$ cat src/rtl/shift_reg_universal_pkg.sv
// Shared definitions for the serial blocks: mode encodings and the
// ceiling-log2 helper used to size shift counters.
package shift_reg_universal_pkg;

    localparam logic [2:0] MODE_HOLD  = 3'd0;
    localparam logic [2:0] MODE_SHL   = 3'd1;
    localparam logic [2:0] MODE_SHR   = 3'd2;
    localparam logic [2:0] MODE_ROL   = 3'd3;
    localparam logic [2:0] MODE_ROR   = 3'd4;
    localparam logic [2:0] MODE_ASR   = 3'd5;
    localparam logic [2:0] MODE_LOAD  = 3'd6;
    localparam logic [2:0] MODE_CLEAR = 3'd7;

    function automatic int clog2(input int value);
        int r;
        r = 0;
        for (int i = 0; i < 31; i++) begin
            if ((1 << i) < value) r = i + 1;
        end
        return r;
    endfunction

endpackage

$ cat src/rtl/shift_bit_cnt.sv
// Shift counter: counts shifts up to WIDTH, wraps to zero and pulses done
// on the completing shift. clr aborts a partial word.
module shift_bit_cnt
    import shift_reg_universal_pkg::*;
#(
    parameter int WIDTH = 8,
    localparam int CNT_W = clog2(WIDTH + 1)
) (
    input  logic             clk,
    input  logic             rst,
    input  logic             inc,
    input  logic             clr,
    output logic [CNT_W-1:0] cnt,
    output logic             done
);

    localparam logic [CNT_W-1:0] CNT_LAST = CNT_W'(WIDTH - 1);

    logic [CNT_W-1:0] cnt_d, cnt_q;
    logic             done_d, done_q;

    always_comb begin
        cnt_d  = cnt_q;
        done_d = 1'b0;
        if (clr) begin
            cnt_d = '0;
        end else if (inc) begin
            if (cnt_q == CNT_LAST) begin
                cnt_d  = '0;
                done_d = 1'b1;
            end else begin
                cnt_d = cnt_q + CNT_W'(1);
            end
        end
    end

    always_ff @(posedge clk) begin
        if (!rst) begin
            cnt_q  <= '0;
            done_q <= 1'b0;
        end else begin
            cnt_q  <= cnt_d;
            done_q <= done_d;
        end
    end

    assign cnt  = cnt_q;
    assign done = done_q;

endmodule

$ cat src/rtl/shift_reg_universal.sv
// Universal shift register with registered serial output, shift counter
// and word-complete pulse for serial/parallel conversion.
module shift_reg_universal
    import shift_reg_universal_pkg::*;
#(
    parameter int WIDTH = 8,
    localparam int CNT_W = clog2(WIDTH + 1)
) (
    input  logic             clk,
    input  logic             rst,
    input  logic             en,
    input  logic [2:0]       mode,
    input  logic             sin,
    input  logic [WIDTH-1:0] d,
    output logic [WIDTH-1:0] q,
    output logic             sout,
    output logic [CNT_W-1:0] cnt,
    output logic             word_done
);

    logic [WIDTH-1:0] q_d, q_q;
    logic             sout_d, sout_q;
    logic             shift;
    logic             cnt_clr;

    always_comb begin
        q_d     = q_q;
        sout_d  = sout_q;
        shift   = 1'b0;
        cnt_clr = 1'b0;
        if (en) begin
            case (mode)
                MODE_SHL: begin
                    q_d    = {q_q[WIDTH-2:0], sin};
                    sout_d = q_q[WIDTH-1];
                    shift  = 1'b1;
                end
                MODE_SHR: begin
                    q_d    = {sin, q_q[WIDTH-1:1]};
                    sout_d = q_q[0];
                    shift  = 1'b1;
                end
                MODE_ROL: begin
                    q_d    = {q_q[WIDTH-2:0], q_q[WIDTH-1]};
                    sout_d = q_q[WIDTH-1];
                    shift  = 1'b1;
                end
                MODE_ROR: begin
                    q_d    = {q_q[0], q_q[WIDTH-1:1]};
                    sout_d = q_q[0];
                    shift  = 1'b1;
                end
                MODE_ASR: begin
                    q_d    = {q_q[WIDTH-1], q_q[WIDTH-1:1]};
                    sout_d = q_q[0];
                    shift  = 1'b1;
                end
                MODE_LOAD: begin
                    q_d     = d;
                    sout_d  = 1'b0;
                    cnt_clr = 1'b1;
                end
                MODE_CLEAR: begin
                    q_d     = '0;
                    sout_d  = 1'b0;
                    cnt_clr = 1'b1;
                end
                default: ;
            endcase
        end
    end

    always_ff @(posedge clk) begin
        if (!rst) begin
            q_q    <= '0;
            sout_q <= 1'b0;
        end else begin
            q_q    <= q_d;
            sout_q <= sout_d;
        end
    end

    shift_bit_cnt #(.WIDTH(WIDTH)) u_bit_cnt (
        .clk  (clk),
        .rst  (rst),
        .inc  (shift),
        .clr  (cnt_clr),
        .cnt  (cnt),
        .done (word_done)
    );

    assign q    = q_q;
    assign sout = sout_q;

endmodule

$ cat config.mk
export PLATFORM = sky130hd
export DESIGN_NAME = shift_reg_universal
export DESIGN_NICKNAME = d
export VERILOG_FILES = /design/src/rtl/shift_reg_universal_pkg.sv /design/src/rtl/shift_bit_cnt.sv /design/src/rtl/shift_reg_universal.sv
export SDC_FILE = /design/constraint.sdc
export NUM_CORES = 1
export LEC_CHECK = 0
export BUFFER_PORTS_ARGS = -buffer_cell sky130_fd_sc_hd__buf_2
export CAP_MARGIN = 20
export CORE_MARGIN = 2
export CORE_UTILIZATION = 44
export DETAILED_ROUTE_END_ITERATION = 8
export GPL_TIMING_DRIVEN = 1
export MAX_ROUTING_LAYER = met4
export PLACE_DENSITY_LB_ADDON = 0.1
export SLEW_MARGIN = 0
export SYNTH_ARGS = -nofsm -noshare
export SYNTH_HDL_FRONTEND = slang
export SYNTH_SLANG_ARGS = --single-unit
$ cat constraint.sdc
create_clock -name clk -period 1.4 [get_ports clk]
set_input_delay 0.14 -clock clk [delete_from_list [all_inputs] [get_ports clk]]
set_output_delay 0.14 -clock clk [all_outputs]
set_load 0.05 [all_outputs]
After elaboration in Yosys (flattened, before gate mapping) --
Index checks and enable logic that the tools add are counted.
Storage, ports and cells: flip-flop bits (word level) 14, latch bits 0, RAM bits 0, memory bits (read-only) 0, word-level logic and storage cells 37, memories 0
Cells by class: $add $sub $neg 1, $mul 0, divide/modulo/power cells 0, magnitude comparators 0, eq/ne operators 8, shifts and indexed selects 0, muxes and demuxes 8, bitwise logic cells 3, reduce and logical (&&, ||, !) cells 12
Operators with widths (count):
- one-hot mux 8 bit (7 select lines) | 1
- == test 3 bit, second input constant | 4
- nonzero test 7 bit | 1
- == test 3 x 2 -> 1 bit, second input constant | 2
- nonzero test 6 bit | 1
- OR reduction 2 bit | 3
- OR reduction 3 bit | 2
- 2-to-1 mux 1 bit | 5
- OR reduction 5 bit | 1
- adder 4 x 1 -> 4 bit, second input constant | 1
- == test 4 x 3 -> 1 bit, second input constant | 1
- 2-to-1 mux 4 bit | 1
- AND reduction 2 bit | 2
- == test 3 x 1 -> 1 bit, second input constant | 1
- inverter 1 bit | 3
- one-hot mux 1 bit (3 select lines) | 1
- AND reduction 3 bit | 1
- nonzero test 3 bit | 1

Depth between registers and ports, before layout --
depth after elaboration 6, gate-level depth with buffers 7, depth with buffers taken out 6

Hierarchy --
A second synthesis with hierarchy kept.
Second synthesis, totals: cells, all modules 101, area total of the unflattened synthesis 949.7 um^2
By module, submodules not included:
- shift_reg_universal | instances 1, cells an instance 79, area an instance 716.9 um^2, sequential area each 180.2 um^2
- shift_bit_cnt | instances 1, cells an instance 22, area an instance 232.7 um^2, sequential area each 100.1 um^2

Worst setup path after synthesis --
OpenSTA, ideal clock, no wires.
kind input to register, start input port mode[2], end register q_q[6], in the netlist q[6], arrival time 1.342 ns, required time 1.274 ns, path slack -0.068 ns, stages on the path 6, path buffers 1, cells stage by stage buf_4 inv_1 ha_1 a31o_2 a222oi_1 a21oi_1
On the way: cells in the longest elaborated chain, start to end 3, elaborated cells between the ends (all ways) 10
RTL lines:
- start: declaration | line shift_reg_universal.sv:12 | input logic [2:0] mode,
- == test 3 bit, or another cell as far along | line shift_reg_universal.sv:32 | case (mode)
- nonzero test 7 bit (no source line)
- AND reduction 2 bit (no source line)
- end signal: assignment | line shift_reg_universal.sv:78 | q_q <= q_d;
- end: declaration | line shift_reg_universal.sv:21 | logic [WIDTH-1:0] q_d, q_q;
Several ways; a longest one is shown, not always the timed one. A chain may end at the register's enable or synchronous reset.

Final worst setup path --
start input port mode[1], end register u_bit_cnt.cnt_q[3], in the netlist u_bit_cnt.cnt[3]
On the way: cells in the longest elaborated chain, start to end 5, elaborated cells between the ends (all ways) 14
RTL lines:
- == test 3 bit | line shift_reg_universal.sv:32
- OR reduction 2 bit (no source line)
- 2-to-1 mux 1 bit | line shift_reg_universal.sv:32
- 2-to-1 mux 1 bit | line shift_reg_universal.sv:31 | if (en) begin
- OR reduction 2 bit (no source line)
- end signal: assignment | line shift_bit_cnt.sv:42 | cnt_q <= cnt_d;
- end: declaration | line shift_bit_cnt.sv:19 | logic [CNT_W-1:0] cnt_d, cnt_q;
Several ways; a longest one is shown, not always the timed one.

==> summary.md <==
| Metric | Value |
|---|---|
| Status | finished, final reports clean |
| Root Buffer | clkbuf_4 |
| First-pass GRT wire length | between 3000 and 4000 um |
| DIE AREA | 0.00231 mm2 |
| RSZ-0062 raised after global routing | no |
| Gr usage total | between 20% and 30% |
| CTS Buf Count | 3 |
| Worst EP arrival | about 1500 ps |
| Slew HR | about 73% |
| Final setup violation count | 0 |
| Hpwl dp | 1580 um |
| Max-slew violation total from the final report | 0 |
| Via/cell ratio | around 5.6 |
| Num Clock Sinks | 14 |
| Fin. Hold Viols | 0 |
| DRT Wirelength | approximately 2000 um |
| Min-Delay Path Class | in2reg |
| Comb pwr share | roughly a third |
| Fin area | 0.00116 mm2 |
| Placed instance count | between 150 and 200 |
| Dpl cell area | 0.00112 mm2 |
| Initial antenna violation count | 0 |
| Sequential fraction of the synthesis area | about 33% |
| #FFs+latches synth | 14 |
| Share of layout cells above drive strength 1 | a little over two fifths |
| Peak VDD IR | just over 0.7 mV |
| Bufs and invs on worst path | 3 |
| Clk Latency, worst-skew pair | roughly 270 ps |
| Cells after synthesis | 94 |
| Clock buffer depth | 2 |
| Hold endpoint | q[2] |
| Hold slack | between 150 and 200 ps |
| Pin count of the biggest net entering global routing | 14 |
| Mapped cell area | around 850 um2 |
| CORE AREA | about 0.0018 mm2 |
| Drc violations | 0 |
| Cell Int Power | around 0.64 mW |
| Flop2flop setup slack | roughly 140 ps |
| RR Endpoint | u_bit_cnt.cnt[3] |
| Synth Warn # | 0 |
| Fin util | ~65% |
| Cell variety after synth | 36 |
| DR iter-0 viols | 22 |
| Crit path capture type | register |
| Switching part of the total | roughly 34% |
| Fmax | about 760 MHz |
| CTS resizes | 0 |
| Crit-path max cell delay | 470 ps |
| Die Y | between 40 and 50 um |
| Clk pin slew, worst setup/hold paths | roughly 80 ps |
| Leakage power | roughly 0.52 nW |
| P&R area growth vs syn | 35.3% |
| H-tree depth | 1 |
| Post-cts hold buffer count | 0 |
| Critical Path RT | ~1600 ps |
| P_sw | 0.336 mW |
| Row count | 15 |
| CP Class | in2reg |
| Tmin final | 1320 ps |
| Async SR Flop Fraction | 0% |
| Multi-input logic area | around 550 um2 |
| GPL Wtd Cong | 0.798 |
| CP max FO | 7 |
| Power Dens Cells | approximately 850 mW/mm2 |
| Buffers on Ports | 28 |
| RR Startpoint | u_bit_cnt.cnt[0] |
| Clock power frac | 22.2% |
| GR Overflow Total | 0 |
| Slowest CP cell | or4_1 |
| Post-Place Setup Slack | -212 ps |
| Syn_nets | ~110 |
| Sequential Power Share | about 46% |
| Fill cells | between 150 and 200 |
| Seq. cell area | around 280 um2 |
| Die width | approximately 48 um |
| Hold_sp | d[2] |
| Max Cap Violations | 0 |
| Setup bufs post-CTS | 0 |
| EDFF count, synth | 0 |
| I/O pin count | 29 |
| Worst-Margin Slew | roughly 400 ps |
| Wire per inst | 12.4 um |
| Mapped Avg Cell Area | a little over 9 um2 |
| Crit share post-route | between 90 and 100% |
| CP Cell Sequence | buf_2 > inv_1 > buf_4 > ha_2 > o21ai_2 > or4_1 > a21oi_1 |
| Final worst setup slack | between 70 and 80 ps |
| Total inserted antenna cells | 0 |
| Final non-filler cell total | about 160 |
| Register-to-Register Path Depth | 3 |
| # nets final | between 150 and 200 |
| Startpoint types | primary input |
| First-pass iteration count of the detailed router | 5 |
| Initial Util | a little under half |
| Hold path depth | 3 |
| CTS tree | yes |
| Clk_skew | 1.76 ps |
| Delay-heaviest family, CP | simple AND/OR/NAND/NOR gates |
| Main synth FF type | dfxtp_1 |
| Final ANT Viol Nets | 0 |
| Detailed-route via count | between 900 and 1000 |
| Vias in the first global route | 793 |
-- worst register-to-register path: cells and delay by family, from the launching register on --
kind	cells	cell delay (ps)
compound gates	1	130
flops	1	340
fa+ha+maj	1	230
simple gates	1	500
-- sequential cells by signal, indices dropped and copies added (netlist names) --
| name | count |
|---|---|
| q | 8 |
| sout | 1 |
| u_bit_cnt.cnt | 4 |
| u_bit_cnt.done | 1 |
-- worst max-delay path by stage --
stage	startpoint	end	slack, ps	cells after the start
floorplan	mode[1]	q[6]	0.6	6
global placement	mode[1]	u_bit_cnt.cnt[3]	-160	7
detailed placement	mode[1]	q[1]	-210	7
CTS	mode[1]	q[1]	70	7
global route	mode[1]	q[5]	30	7
finish	mode[1]	u_bit_cnt.cnt[3]	80	7
-- placed cells by master, fill, tap and decap left out, drive strengths merged, types with 2 or more instances in the layout --
master,synthesis,final
a222oi,6,6
o21ai,13,13
nor2,5,5
a21boi,2,2
nand2b,2,2
nor3,2,2
a21oi,9,9
mux2i,2,2
or3b,2,2
nand3b,2,2
ha,5,5
nand2,7,7
nand3,2,2
clkbuf,1,3
inv,2,2
a31oi,2,2
dfxtp,14,14
buf,3,44
-- cell type report --
| type | count | area share (%) |
|---|---|---|
| timing repair buffer | 44 | 22.5 |
| multi-input combinational | 74 | 47.7 |
| clock buffer | 3 | 1.95 |
| sequential | 14 | 24.5 |
| tap | 25 | 2.71 |
| inverter | 2 | 0.649 |
-- power groups by stage --
stage | clock (mW) | combinational, mW | sequential (mW)
CTS | 0.225 | 0.310 | 0.447
finish | 0.218 | 0.314 | 0.447
detailed placement | 0 | 0.309 | 0.456
global route | 0.244 | 0.339 | 0.452
global placement | 0 | 0.304 | 0.455
floorplan | 0 | 0.125 | 0.533
-- metrics by stage --
step                      setup TNS, ps  total power, mW
after floorplan                       0            0.659
after global placement            -1220            0.759
after detailed placement          -1640            0.765
after CTS                             0            0.982
after global routing                  0             1.03
final                                 0            0.979
-- Yosys cell counts (all sizes together) (2+ instances only) --
cell type	n	area share (%)
dfxtp	14	33
o21ai	13	8.1
a21oi	9	6.6
nand2	7	3.1
a222oi	6	7.0
ha	5	7.3
nor2	5	2.2
buf	3	2.8
a21boi	2	1.8
a31oi	2	1.5
inv	2	0.88
mux2i	2	2.3
nand2b	2	1.5
nand3	2	1.2
nand3b	2	1.8
nor3	2	1.2
or3b	2	2.3
-- per-layer routing --
layer / part of all wire (%) / global-route usage (%) / vias up
li1: - / - / 458
met1: 44 / 24.4 / 413
met2: 50 / 34.1 / 31
met3: 6.4 / 6.79 / 0
met4: 0 / 4.86 / 0
met5: 0 / - / -
-- cells by family after synthesis --
family | after synthesis | share of synthesized area (%)
xor+xnor | 2 | 2.05
compound gates | 38 | 30.7
fa+ha+maj | 5 | 7.32
simple gates | 27 | 20.6
mux | 2 | 2.34
buf+inv | 6 | 4.10
flops | 14 | 32.8
Note: power is estimated with default switching activity, not from simulation.
